## src/rtl/sprite_pkg.sv

```systemverilog
// Shared types for the sprite mover: per-axis direction and the per-frame
// update sequencer state.
package sprite_pkg;

    typedef enum logic {
        DIR_POS,
        DIR_NEG
    } dir_t;

    typedef enum logic [1:0] {
        IDLE,
        CALC_X,
        CALC_Y
    } mover_state_t;

    // Reverse an axis direction after it hits a screen edge.
    function automatic dir_t flip_dir(input dir_t d);
        return (d == DIR_POS) ? DIR_NEG : DIR_POS;
    endfunction

endpackage

```

## src/rtl/sprite_mover.sv

```systemverilog
// Sprite mover: once per frame steps the sprite position and bounces it off
// the screen edges through one shared add/compare path (X first, then Y), and
// on every line requests a sprite line draw when the beam is inside the
// sprite's vertical extent.
module sprite_mover
    import sprite_pkg::*;
#(
    parameter int CORDW  = 10,
    parameter int H_RES  = 640,
    parameter int V_RES  = 480,
    parameter int SPR_W  = 8,
    parameter int SPR_H  = 8,
    parameter int SPEED  = 1,
    parameter int X_INIT = 0,
    parameter int Y_INIT = 0
) (
    input  logic             clk,
    input  logic             rst,
    input  logic             frame,
    input  logic             line,
    input  logic [CORDW-1:0] sy,
    input  logic             en,
    output logic [CORDW-1:0] sprx,
    output logic [CORDW-1:0] spry,
    output logic             dir_x,
    output logic             dir_y,
    output logic             bounce_x,
    output logic             bounce_y,
    output logic             start
);

    // Arithmetic carries one extra bit so pos+SPEED and pos-SPEED never wrap.
    localparam logic [CORDW:0]   SPD    = (CORDW+1)'(SPEED);
    localparam logic [CORDW-1:0] SPD_N  = CORDW'(SPEED);
    localparam logic [CORDW:0]   HGT    = (CORDW+1)'(SPR_H);
    localparam logic [CORDW-1:0] LIM_X  = CORDW'(H_RES - SPR_W);
    localparam logic [CORDW-1:0] LIM_Y  = CORDW'(V_RES - SPR_H);
    localparam logic [CORDW-1:0] XI     = CORDW'(X_INIT);
    localparam logic [CORDW-1:0] YI     = CORDW'(Y_INIT);

    mover_state_t     r_state;
    mover_state_t     w_next;
    logic             w_do_x;
    logic             w_do_y;

    logic [CORDW-1:0] r_sprx;
    logic [CORDW-1:0] r_spry;
    dir_t             r_dir_x;
    dir_t             r_dir_y;
    logic             r_bounce_x;
    logic             r_bounce_y;
    logic             r_start;

    logic [CORDW-1:0] w_cur;
    dir_t             w_dir;
    logic [CORDW-1:0] w_lim;
    logic [CORDW:0]   w_pos;
    logic [CORDW:0]   w_sum;
    logic [CORDW-1:0] w_dif;
    logic [CORDW-1:0] w_new;
    logic             w_flip;
    logic [CORDW:0]   w_sy;
    logic [CORDW:0]   w_top;
    logic [CORDW:0]   w_bot;
    logic             w_hit;

    // Sequencer state register; reset abandons any update in flight.
    always_ff @(posedge clk or posedge rst) begin
        if (rst) begin
            r_state <= IDLE;
        end else begin
            r_state <= w_next;
        end
    end

    // Next state: a frame with motion enabled kicks off the X then Y steps.
    always_comb begin
        w_next = IDLE;
        case (r_state)
            IDLE:    w_next = (frame && en) ? CALC_X : IDLE;
            CALC_X:  w_next = CALC_Y;
            CALC_Y:  w_next = IDLE;
            default: w_next = IDLE;
        endcase
    end

    // Sequencer outputs: which axis owns the shared arithmetic this cycle.
    always_comb begin
        w_do_x = (r_state == CALC_X);
        w_do_y = (r_state == CALC_Y);
    end

    // Shared add/compare path, muxed onto the axis being updated.
    always_comb begin
        w_cur  = w_do_y ? r_spry  : r_sprx;
        w_dir  = w_do_y ? r_dir_y : r_dir_x;
        w_lim  = w_do_y ? LIM_Y   : LIM_X;
        w_pos  = {1'b0, w_cur};
        w_sum  = w_pos + SPD;
        w_dif  = w_cur - SPD_N;
        w_new  = w_cur;
        w_flip = 1'b0;
        if (w_dir == DIR_POS) begin
            if (w_sum >= {1'b0, w_lim}) begin
                w_new  = w_lim;
                w_flip = 1'b1;
            end else begin
                w_new  = w_sum[CORDW-1:0];
            end
        end else begin
            if (w_pos <= SPD) begin
                w_new  = '0;
                w_flip = 1'b1;
            end else begin
                w_new  = w_dif;
            end
        end
    end

    // Horizontal position, direction and bounce pulse, written in CALC_X.
    always_ff @(posedge clk or posedge rst) begin
        if (rst) begin
            r_sprx     <= XI;
            r_dir_x    <= DIR_POS;
            r_bounce_x <= 1'b0;
        end else begin
            r_bounce_x <= w_do_x & w_flip;
            if (w_do_x) begin
                r_sprx <= w_new;
                if (w_flip) begin
                    r_dir_x <= flip_dir(r_dir_x);
                end
            end
        end
    end

    // Vertical position, direction and bounce pulse, written in CALC_Y.
    always_ff @(posedge clk or posedge rst) begin
        if (rst) begin
            r_spry     <= YI;
            r_dir_y    <= DIR_POS;
            r_bounce_y <= 1'b0;
        end else begin
            r_bounce_y <= w_do_y & w_flip;
            if (w_do_y) begin
                r_spry <= w_new;
                if (w_flip) begin
                    r_dir_y <= flip_dir(r_dir_y);
                end
            end
        end
    end

    // Line window test against the registered spry, so a coincident frame
    // update never affects the current line's decision.
    always_comb begin
        w_sy  = {1'b0, sy};
        w_top = {1'b0, r_spry};
        w_bot = w_top + HGT;
        w_hit = line && (w_sy >= w_top) && (w_sy < w_bot);
    end

    // Registered one-cycle draw request.
    always_ff @(posedge clk or posedge rst) begin
        if (rst) begin
            r_start <= 1'b0;
        end else begin
            r_start <= w_hit;
        end
    end

    assign sprx     = r_sprx;
    assign spry     = r_spry;
    assign dir_x    = (r_dir_x == DIR_NEG);
    assign dir_y    = (r_dir_y == DIR_NEG);
    assign bounce_x = r_bounce_x;
    assign bounce_y = r_bounce_y;
    assign start    = r_start;

endmodule

```

## config.mk

```make
export PLATFORM = sky130hd
export DESIGN_NAME = sprite_mover
export DESIGN_NICKNAME = d
export VERILOG_FILES = /design/src/rtl/sprite_pkg.sv /design/src/rtl/sprite_mover.sv
export SDC_FILE = /design/constraint.sdc
export NUM_CORES = 1
export LEC_CHECK = 0
export ABC_AREA = 0
export BUFFER_PORTS_ARGS = -buffer_cell sky130_fd_sc_hd__buf_2
export CORE_MARGIN = 3
export CORE_UTILIZATION = 38
export CTS_CLUSTER_SIZE = 25
export DETAILED_ROUTE_END_ITERATION = 12
export REMOVE_ABC_BUFFERS = 1
export SETUP_SLACK_MARGIN = 0.02
export SKIP_LAST_GASP = 1
export SLEW_MARGIN = 15
export SYNTH_ARGS = -nofsm -noshare
export SYNTH_HDL_FRONTEND = slang
export SYNTH_SLANG_ARGS = --single-unit
```

## constraint.sdc

```tcl
create_clock -name clk -period 4 [get_ports clk]
set_input_delay 0.6 -clock clk [delete_from_list [all_inputs] [get_ports clk]]
set_output_delay 0.6 -clock clk [all_outputs]
set_load 0.01 [all_outputs]
```

### Yosys cells after proc, flatten, opt, wreduce, memory -nomap -nowiden

Index checks and enable logic that the tools add are counted.

* register bits after elaboration: 27
* bits in latches: 0
* bits in writable memories: 0
* ROM bits: 0
* input port bits: 15
* output and inout bits: 25
* word-level logic and storage cells: 38
* memories kept: 0

* add/sub/neg operators: 3
* multiply operators: 0
* divide/modulo/power cells: 0
* magnitude comparators: 4
* equality and inequality tests: 2
* shift operators: 0
* mux-type cells: 13
* bitwise logic cells: 2
* reductions and logical operators: 6

Operator list (count)
* 10-bit 2-to-1 mux: 5
* 10-bit by 1-bit adder with 11-bit output, second input constant: 1
* 10-bit by 4-bit adder with 11-bit output, second input constant: 1
* 11-bit by 10-bit >= comparator with 1-bit output: 1
* 10-bit by 11-bit less-than comparator with 1-bit output: 1
* 10-bit >= comparator: 1
* 10-bit by 1-bit <= comparator with 1-bit output, second input constant: 1
* 10-bit by 1-bit subtractor with 10-bit output, second input constant: 1
* 1-bit 2-to-1 mux: 7
* 2-bit case mux with 2 select lines: 1
* 2-bit AND reduction: 2
* 1-bit logical AND: 3
* 1-bit bitwise AND: 2
* 2-bit by 1-bit equality test with 1-bit output, second input constant: 1
* 2-bit equality test, second input constant: 1
* 2-bit zero test: 1

### Longest topological paths before layout

* depth in word-level cells: 7
* mapped depth: 16
* depth with buffers taken out: 12

### Least setup slack after synthesis

Ideal clock, no wire load.

* kind: register to register
* start: register r_state[0]
* end: register r_sprx[8], in the netlist sprx[8]
* setup time: 0.082 ns
* arrival time: 3.177 ns
* slack: 0.741 ns
* cell stages (with the launch flop): 15
* buffers on the path: 2
* period minus slack after synthesis: 3.259 ns
* cells stage by stage: dfrtp_1 nand2b_4 buf_12 mux2i_1 buf_6 or4b_4 nor2_1 xnor2_1 ha_1 a21o_1 a21oi_1 o21a_4 o21ai_2 or3b_1 a31oi_1

* cells in the longest elaborated chain, start to end: 6

Ends and longest elaborated chain
* start, declared: RTL line sprite_mover.sv:41 `mover_state_t r_state;`
* start signal, assigned: RTL line sprite_mover.sv:72 `r_state <= w_next;`
* 2-bit equality test: RTL line sprite_mover.sv:90 `w_do_y = (r_state == CALC_Y);`
* 10-bit 2-to-1 mux: RTL line sprite_mover.sv:95 `w_cur = w_do_y ? r_spry : r_sprx;`
* 10-bit by 1-bit adder with 11-bit output: RTL line sprite_mover.sv:99 `w_sum = w_pos + SPD;`
* 11-bit by 10-bit >= comparator with 1-bit output: RTL line sprite_mover.sv:104 `if (w_sum >= {1'b0, w_lim}) begin`
* 10-bit 2-to-1 mux: RTL line sprite_mover.sv:104
* 10-bit 2-to-1 mux: RTL line sprite_mover.sv:103 `if (w_dir == DIR_POS) begin`
* end signal, assigned: RTL line sprite_mover.sv:129 `r_sprx <= w_new;`
* end, declared: RTL line sprite_mover.sv:46 `logic [CORDW-1:0] r_sprx;`

Parallel ways exist; a longest one is shown, timed or not.
A chain may end at the register's enable or synchronous reset.

### Worst setup path after layout

* start: register r_state[1]
* end: register r_sprx[8], in the netlist sprx[8]

The elaborated chain is that of the path after synthesis.

==> metrics.txt <==
status finished, final reports clean; sequential share of power 28.3%; Clock Skews 0.004289 ns; final instance area 2788 sq um; r2r startpoint r_state[1]; CP most frequent cell nor2_1; Remaining Overflow, GRT 0; share of layout cells above drive strength 1 19.51%; Max Slew Vio Count 0; Net Sw Frac 51.43%; P_sw 1.032 mW; Final min period 3.461 ns; Port Buffers 39; row cnt 28; Synth cell types 58; dpl cell area 2741 sq um; Leak Pwr 1.305 nW; Sinks on Clock Net 27; FF-to-FF setup slack 0.54 ns; combinational share of power 63.4%; worst path cell trace nand2b_4, a31oi_2, or4b_4, nor2_1, xnor2_1, ha_1, nand3_1, nor2_1, mux2i_2, o21ai_2, or3b_1, a31oi_1; final worst-path cycle share 86.53%; Area contributors post-synth dfrtp_1, ha_1, xnor2_1, nand2_1, nor2_1; DP Wirelength 5254 um; vias in the first global route 2236; post-synthesis sequential area ratio 27.08%; GPL Wtd Cong 0.9639; Ant. Diodes 0; # DRC 0; critical path's slowest cell or4b_4; Post-CTS Hold Buffers 0; top cells by count, synth nand2_1, nor2_1, dfrtp_1, ha_1; internal power 974.3 uW; Clock power frac 8.3%; crit path kind reg2reg; Sequential Area 675.6 sq um; total die area 7573 sq um; DR iter-0 viols 275; post-synthesis cell count 293; max frequency 288.9 MHz; post-synthesis area per instance 8.515 sq um; Slew @ Worst Pin 0.9841 ns; initial antenna violation count 0; fraction of registers with async set or reset after synthesis 100.0%; Core Area 6131 sq um; number of flops mapped to enable cells by yosys 0; VDD IR max 0.2780 mV; area leader, netlist dfrtp_1; Setup crit end kind flop; Initial Util 40.69%; Die Y 87.03 um; vias per cell 5.871; WL/cell 17.08 um; CP max stage delay 0.64 ns; Initial DRT Pass Iterations 4; # nets final 367; Synth top area share 27.08%; Clock Tree Buf Depth 2; Worst R2R Path Depth 12; CTS clock-pin slew for the worst setup and hold paths 0.10 ns; final setup fails 0; largest net degree at the start of global routing 28; vias 2366; Crit Path Max Fanout 14; setup tns final 0 ns; Slew HR 33.99%; Post-DRT Antenna Nets 0; CTS H-tree depth 1; Worst Path Required 4.21 ns; Chip Width 87.03 um; Yosys reg bits 27; reg2reg end sprx[8]; IO Count 40; area grow syn2layout 11.74%; WL final 6883 um; synth warn 0; Root Driver clkbuf_8; endpoints failing hold 0; CTS buffer count 3; delay-heaviest family, CP simple AND/OR/NAND/NOR gates; Filler Cells Inserted 617; clock latency on the worst-skew pair 0.28 ns; P per Cell Area 719.5 nW/um^2; Post-Syn Area 2495 sq um; most common flop cell mapped by yosys dfrtp_1; CP startpoint kind flop; RSZ-0062 raised after global routing no; first-pass GRT wire length 11540 um; GRT Total Usage 19.22%; Tightest Hold Check Type in2async; Post CTS Setup Buffer Count 0; CTS resizes 0; worst path bufs/invs 0; Critical Path AT 3.68 ns; max cap viols 0; area of the multi-input gates 1664 sq um; clock tree from TritonCTS built
-- registers in the layout, indices dropped and copies added (netlist names) --
signal / flops
bounce_x: 1
bounce_y: 1
dir_x: 1
dir_y: 1
r_state: 2
sprx: 10
spry: 10
start: 1
-- worst reg2reg max path, delay by kind of cell (launching register included) --
family,cells,cell delay [ns]
simple gates,6,1.53
flops,1,0.46
mux,1,0.37
xor+xnor,1,0.17
compound gates,3,0.59
fa+ha+maj,1,0.29
-- layout make-up --
| cell class | count | area share (%) |
|---|---|---|
| multi-input cells | 233 | 59.70 |
| flip-flops and latches | 27 | 24.24 |
| repair buffers | 44 | 8.348 |
| well taps | 75 | 3.366 |
| inverters | 20 | 2.693 |
| clock buffers | 3 | 1.481 |
| clock inverters | 1 | 0.1795 |
-- cell usage in the layout, fill, tap and decap left out, types with 2 or more instances in the layout --
cell type / synthesis / routed
xnor2_1: 14 / 14
nor4_1: 3 / 3
a21o_1: 9 / 9
a22o_1: 2 / 2
o31ai_1: 3 / 3
inv_1: 19 / 18
o21ai_0: 13 / 13
dfrtp_1: 27 / 27
nand3_1: 8 / 8
buf_4: 1 / 5
mux2_2: 4 / 4
mux2i_2: 2 / 2
ha_1: 23 / 23
and4b_1: 2 / 2
o21ai_1: 2 / 2
a221oi_1: 3 / 3
a21oi_1: 19 / 19
clkbuf_8: 0 / 3
a211oi_1: 6 / 6
a31oi_1: 4 / 4
clkinv_1: 1 / 2
mux2i_1: 10 / 10
buf_2: 3 / 39
nor2_1: 31 / 31
o21a_1: 2 / 2
o22ai_1: 4 / 4
o211ai_1: 7 / 7
nor3_1: 5 / 5
nand2_1: 31 / 31
-- layer usage --
metal  GRT usage (%)  vias to the layer above  share of wire [%]
li1                -                     1138                  -
met1           27.66                     1131                 46
met2           30.64                       90                 47
met3           1.703                        7                6.8
met4           5.382                        0                1.1
met5               0                        -                  0
-- how the worst max path moves through the flow --
stage               cells after the start  slack (ns)        from       to
floorplan                              12        0.49  r_state[1]  sprx[8]
global placement                       12        0.67  r_state[0]  sprx[8]
detailed placement                     12        0.59  r_state[0]  sprx[1]
CTS                                    12        0.55  r_state[0]  sprx[1]
global route                           12        0.28  r_state[0]  sprx[8]
finish                                 12        0.54  r_state[1]  sprx[8]
-- cells by family after synthesis --
kind of cell    synth area share [%]
buf+inv                        6.218
mux                            6.921
fa+ha+maj                      11.53
compound gates                 24.82
xor+xnor                       5.266
simple gates                   18.16
flops                          27.08
-- through the flow --
stage,worst slack (ns),hold slack (ns),power (mW),std cells,utilization [%]
3_3_place_gp,0.6702,0.4696,1.824,399,44.71
2_1_floorplan,0.4898,0.4480,1.415,280,-
3_5_place_dp,0.5877,0.4832,1.830,399,44.71
5_1_grt,0.2802,0.4609,2.198,403,45.47
6_report,0.5386,0.4055,2.006,403,45.47
4_1_cts,0.5543,0.4969,2.009,403,45.47
-- power groups by stage --
stage	registers [mW]	clock network (mW)	logic [mW]
finish	0.568	0.166	1.27
global route	0.589	0.188	1.42
floorplan	0.573	0	0.842
global placement	0.570	0	1.25
detailed placement	0.570	0	1.26
CTS	0.566	0.173	1.27
Power figures use the tool's default switching activity.
